--- config.mk ---
export PLATFORM = sky130hd
export DESIGN_NAME = literal_collector
export DESIGN_NICKNAME = d
export VERILOG_FILES = /design/src/rtl/literal_collector.sv
export SDC_FILE = /design/constraint.sdc
export NUM_CORES = 1
export LEC_CHECK = 0
export CAP_MARGIN = 40
export CORE_ASPECT_RATIO = 0.6
export CORE_UTILIZATION = 45
export DETAILED_ROUTE_END_ITERATION = 8
export GPL_ROUTABILITY_DRIVEN = 0
export HOLD_SLACK_MARGIN = 0.12
export PLACE_DENSITY = 0.78
export SLEW_MARGIN = 20
export SYNTH_ARGS = -nofsm -noshare
export SYNTH_HDL_FRONTEND = slang
export SYNTH_SLANG_ARGS = --single-unit
--- constraint.sdc ---
create_clock -name clk -period 2.5 [get_ports clk]
set_input_delay 0.25 -clock clk [delete_from_list [all_inputs] [get_ports clk]]
set_output_delay 0.25 -clock clk [all_outputs]
set_load 0.01 [all_outputs]
--- src/rtl/literal_collector.sv ---
// Collects 5-bit literal groups (continuation flag + nibble) into a left-aligned 64-bit number.
// Optional feature: LITERAL_COLLECTOR_OVERFLOW_DETECT_EN ends a literal on its 17th group and flags overflow.
module literal_collector (
  input  logic        clk,
  input  logic        resetB,
  input  logic        start,
  input  logic        groupValid,
  input  logic [4:0]  group,
  output logic        groupReady,
  output logic        done,
  output logic [16:0] validNibbles,
  output logic [63:0] packedNumber,
  output logic [4:0]  groupCount,
  output logic        busy
);

  typedef enum logic [1:0] {
    IDLE    = 2'd0,
    COLLECT = 2'd1,
    DONE    = 2'd2
  } state_t;

  state_t      state_q;
  logic [63:0] packed_q, packed_d;
  logic [16:0] vn_q, vn_d;
  logic [4:0]  cnt_q, cnt_d;
  logic        ready_q, done_q, busy_q;
  logic        accept_s, last_s;

  // ready_q is high only in COLLECT, so it alone qualifies an accept
  assign accept_s = groupValid & ready_q;

  // Datapath next-state for one accepted group; groups past the 16th leave the number untouched
  always_comb begin
    packed_d = packed_q;
    vn_d     = vn_q;
    cnt_d    = cnt_q;
    last_s   = 1'b0;
    if (accept_s) begin
      for (int i = 0; i < 16; i++) begin
        packed_d[63-4*i -: 4] = (cnt_q == 5'(i)) ? group[3:0] : packed_q[63-4*i -: 4];
        vn_d[i]               = vn_q[i] | (cnt_q == 5'(i));
      end
      cnt_d = (cnt_q == 5'd17) ? 5'd17 : cnt_q + 5'd1;
`ifdef LITERAL_COLLECTOR_OVERFLOW_DETECT_EN
      if (cnt_q == 5'd16) begin
        vn_d[16] = 1'b1;
        last_s   = 1'b1;
      end else begin
        last_s   = ~group[4];
      end
`else
      last_s = ~group[4];
`endif
    end else begin
      last_s = 1'b0;
    end
  end

  // Control FSM; all outputs are registered decodes of the state being entered
  always_ff @(posedge clk or negedge resetB) begin
    if (!resetB) begin
      state_q  <= IDLE;
      packed_q <= 64'd0;
      vn_q     <= 17'd0;
      cnt_q    <= 5'd0;
      ready_q  <= 1'b0;
      done_q   <= 1'b0;
      busy_q   <= 1'b0;
    end else begin
      done_q <= 1'b0;
      case (state_q)
        IDLE: begin
          if (start) begin
            state_q  <= COLLECT;
            packed_q <= 64'd0;
            vn_q     <= 17'd0;
            cnt_q    <= 5'd0;
            ready_q  <= 1'b1;
            busy_q   <= 1'b1;
          end else begin
            state_q  <= IDLE;
            ready_q  <= 1'b0;
            busy_q   <= 1'b0;
          end
        end
        COLLECT: begin
          packed_q <= packed_d;
          vn_q     <= vn_d;
          cnt_q    <= cnt_d;
          if (last_s) begin
            state_q <= DONE;
            ready_q <= 1'b0;
            done_q  <= 1'b1;
          end else begin
            state_q <= COLLECT;
            ready_q <= 1'b1;
          end
        end
        DONE: begin
          state_q <= IDLE;
          ready_q <= 1'b0;
          busy_q  <= 1'b0;
        end
        default: begin
          state_q <= IDLE;
          ready_q <= 1'b0;
          busy_q  <= 1'b0;
        end
      endcase
    end
  end

  assign groupReady   = ready_q;
  assign done         = done_q;
  assign busy         = busy_q;
  assign packedNumber = packed_q;
  assign validNibbles = vn_q;
  assign groupCount   = cnt_q;

endmodule

==> reports/metrics.yaml <==
logic_synthesis:
  postSynthAreaPerCell_um2: 11.9
  syn_area_um2: 3940
  synth.distinct_cells: 37
  synth_seq_cells: 88
  netlist.top_cell.by_area: "dfrtp_1"
  seq_area_frac_synth_pct: 55.8
  synth_top_area_share_pct: 55.8
  synthesis.nets: 346
  syn-instance-count: 332
  synthTopCellsByArea: "dfrtp_1 (56%), mux2i_1 (16%), nand2_1 (6.7%)"
  yosys_warnings: 0
power_and_ir_drop:
  pwr-share-comb_pct: 30.9
  power.density_nw_per_um2: 869
  ir_drop_v: 0.000380
  p_leak_nw: 2.56
  p_int_w: 0.00304
  power_switching_w: 0.00157
  switching_share_pct: 34.0
  seqPwrFrac_pct: 38.9
  clock_power_share_pct: 30.3
global_routing:
  grt_max_degree: 72
  grt_pass1_vias: 2771
  antenna_found_initial: 0
  gr-usage-met3_pct: 6.29
  grt_use_met1_pct: 32.0
  met2_usage_pct: 33.0
  busiest_layer: "met2"
  globalRouteOverflowTotal: 0
  grt_util_all_layers_pct: 22.1
  grt_pass1_wl_um: 15000
cts:
  cts_sinks: 88
  cts_tree: "built"
  clk_latency_ps: 330
  h-tree-depth: 3
  post-cts-setup-buffer-count: 0
  cts.path.max_buffers: 2
  cts_inserted_buffers: 9
  cts_root_buf: "clkbuf_16"
  path_clk_slew_ps: 70
run_status:
  status: "complete, no violations"
layout:
  areaGrowthSynthToFinish_pct: 34.5
  utilization_pct: 62.5
  fillerInstances: 674
  mostFrequentLayoutCells: "clkdlybuf4s50_1 (95), dfrtp_1 (88), nand2_1 (70)"
  instances_no_fill: 544
  final_common_cell: "clkdlybuf4s50_1"
  n_antenna_cell: 0
  num-nets-final: 441
  drive_above_1_share_pct: 11.3
setup_path:
  cp-start-kind: "register"
  crit_path_end_kind: "register"
  cp_max_fo: 7
  worstPathArrival_ps: 2230
  worst-setup-path-type: "register to register"
  critPathRequiredTime_ps: 2740
sta:
  tightest_slew_ps: 724
  finalHoldViolations: 0
  fin_crit_sh_pct: 79.7
  max_freq_mhz: 502
  setup_tns_ps: 0
  fin_worst_skew_ps: 8.35
  fin_ws_ps: 506
  grt_setup_unrepaired: "no"
  slew_violations: 0
  slew_headroom_pct: 51.8
  setup_violations: 0
  period_minus_slack_ps: 1990
die:
  start_util_pct: 46.4
  rows: 26
  die_width_um: 123
  die_height_um: 74.5
  dieArea_um2: 9150
  core-area_um2: 8490
  io_pins: 98
placed_design:
  io_buffers: 96
  preCtsSetupSlack_ps: 457
  hpwl_um: 6650
  dp_cells: 527
routing:
  drt_first_pass_iters: 4
  ant_nets: 0
  drt_iter0_markers: 175
  wl_per_cell_um: 17.9
  drc: 0
  dr_total_vias: 2854
  wirelength_um: 9750
  vias_per_cell: 5.25
min_path:
  hp-class: "input pin to asynchronous set/reset pin"
flow_run:
  drv_cap: 0
## synthesized netlist by cell type, drive strengths merged
cell type / n
nand4bb: 1
o21a: 3
and2b: 2
a311oi: 1
nand2: 71
o2111ai: 1
a22o: 2
a21oi: 17
nor2b: 5
nor3b: 3
nor4b: 3
conb: 1
o21ai: 3
o2bb2ai: 1
and3b: 1
ha: 5
or3b: 1
buf: 19
mux2: 1
dfrtp: 88
o22ai: 1
and3: 1
or2b: 1
nor2: 1
nand3: 13
mux2i: 65
nor3: 1
clkbuf: 2
and2: 2
inv: 16
## cell type report
cell class / instances / area (um^2) / area share [%]
clock buffers: 10 / 239 / 4.51
clock inverters: 6 / 72.6 / 1.37
repair buffers: 105 / 1040 / 19.6
multi-input cells: 207 / 1550 / 29.2
flip-flops and latches: 88 / 2200 / 41.5
well taps: 112 / 140 / 2.64
inverters: 16 / 60.1 / 1.13
## critical path: stages, from the launching register on
cell     delay, ps
dfrtp_1        460
inv_1          120
ha_1           140
nor2b_1        370
nor4b_4        540
mux2i_1        260
## kinds of logic after synthesis
family          count (synthesis)  share of synthesized area [%]
mux                            66                           17.1
simple gates                  106                           15.8
compound gates                 29                           4.66
other cells                     1                         0.0951
fa+ha+maj                       5                           1.59
buf+inv                        37                           4.89
flops                          88                           55.8
## flip-flops by register name, indices dropped and copies added (netlist names)
register and cells:
busy 1, done 1, groupCount 5, packedNumber 64
state_q 1, validNibbles 16
## per-layer routing
metal	part of all wire (%)	routed length, um
met1	48	4720
met2	44	4320
met3	6.8	667
met4	0.47	46
met5	0	0
## power groups by stage
stage                     Clock, W  Combinational [W]  Sequential (W)
after floorplan                  0           0.000809         0.00182
after global placement           0            0.00137         0.00181
after detailed placement         0            0.00142         0.00181
after CTS                  0.00141            0.00143         0.00179
after global routing       0.00147            0.00154         0.00182
final                      0.00139            0.00142         0.00179
## what timing repair did
item | CTS | global route
hold buffers | 1 | 0
gates resized for setup | 0 | 0
endpoints found under the hold margin | 45 | 0
## path summary, 6_finish.rpt
path                                from          endpoint  depth (start not counted)  slack, ps
min in group clk                    busy              busy                          2        500
min reg2reg                         busy              busy                          2        500
max                        groupCount[0]  packedNumber[15]                          5        510
min                               resetB   validNibbles[0]                          2        470
max reg2reg                groupCount[0]  packedNumber[15]                          5        510
max in group asynchronous         resetB  packedNumber[27]                          3       1380
## per-stage QoR
step / hold WS [ps] / power, W / instance area [um^2]
floorplan: -45.6 / 0.00263 / 3940
global placement: 286 / 0.00318 / 4980
detailed placement: 294 / 0.00323 / 4980
CTS: 489 / 0.00463 / 5300
global route: 525 / 0.00484 / 5300
finish: 467 / 0.00461 / 5300
(Power assumes the default switching activity.)
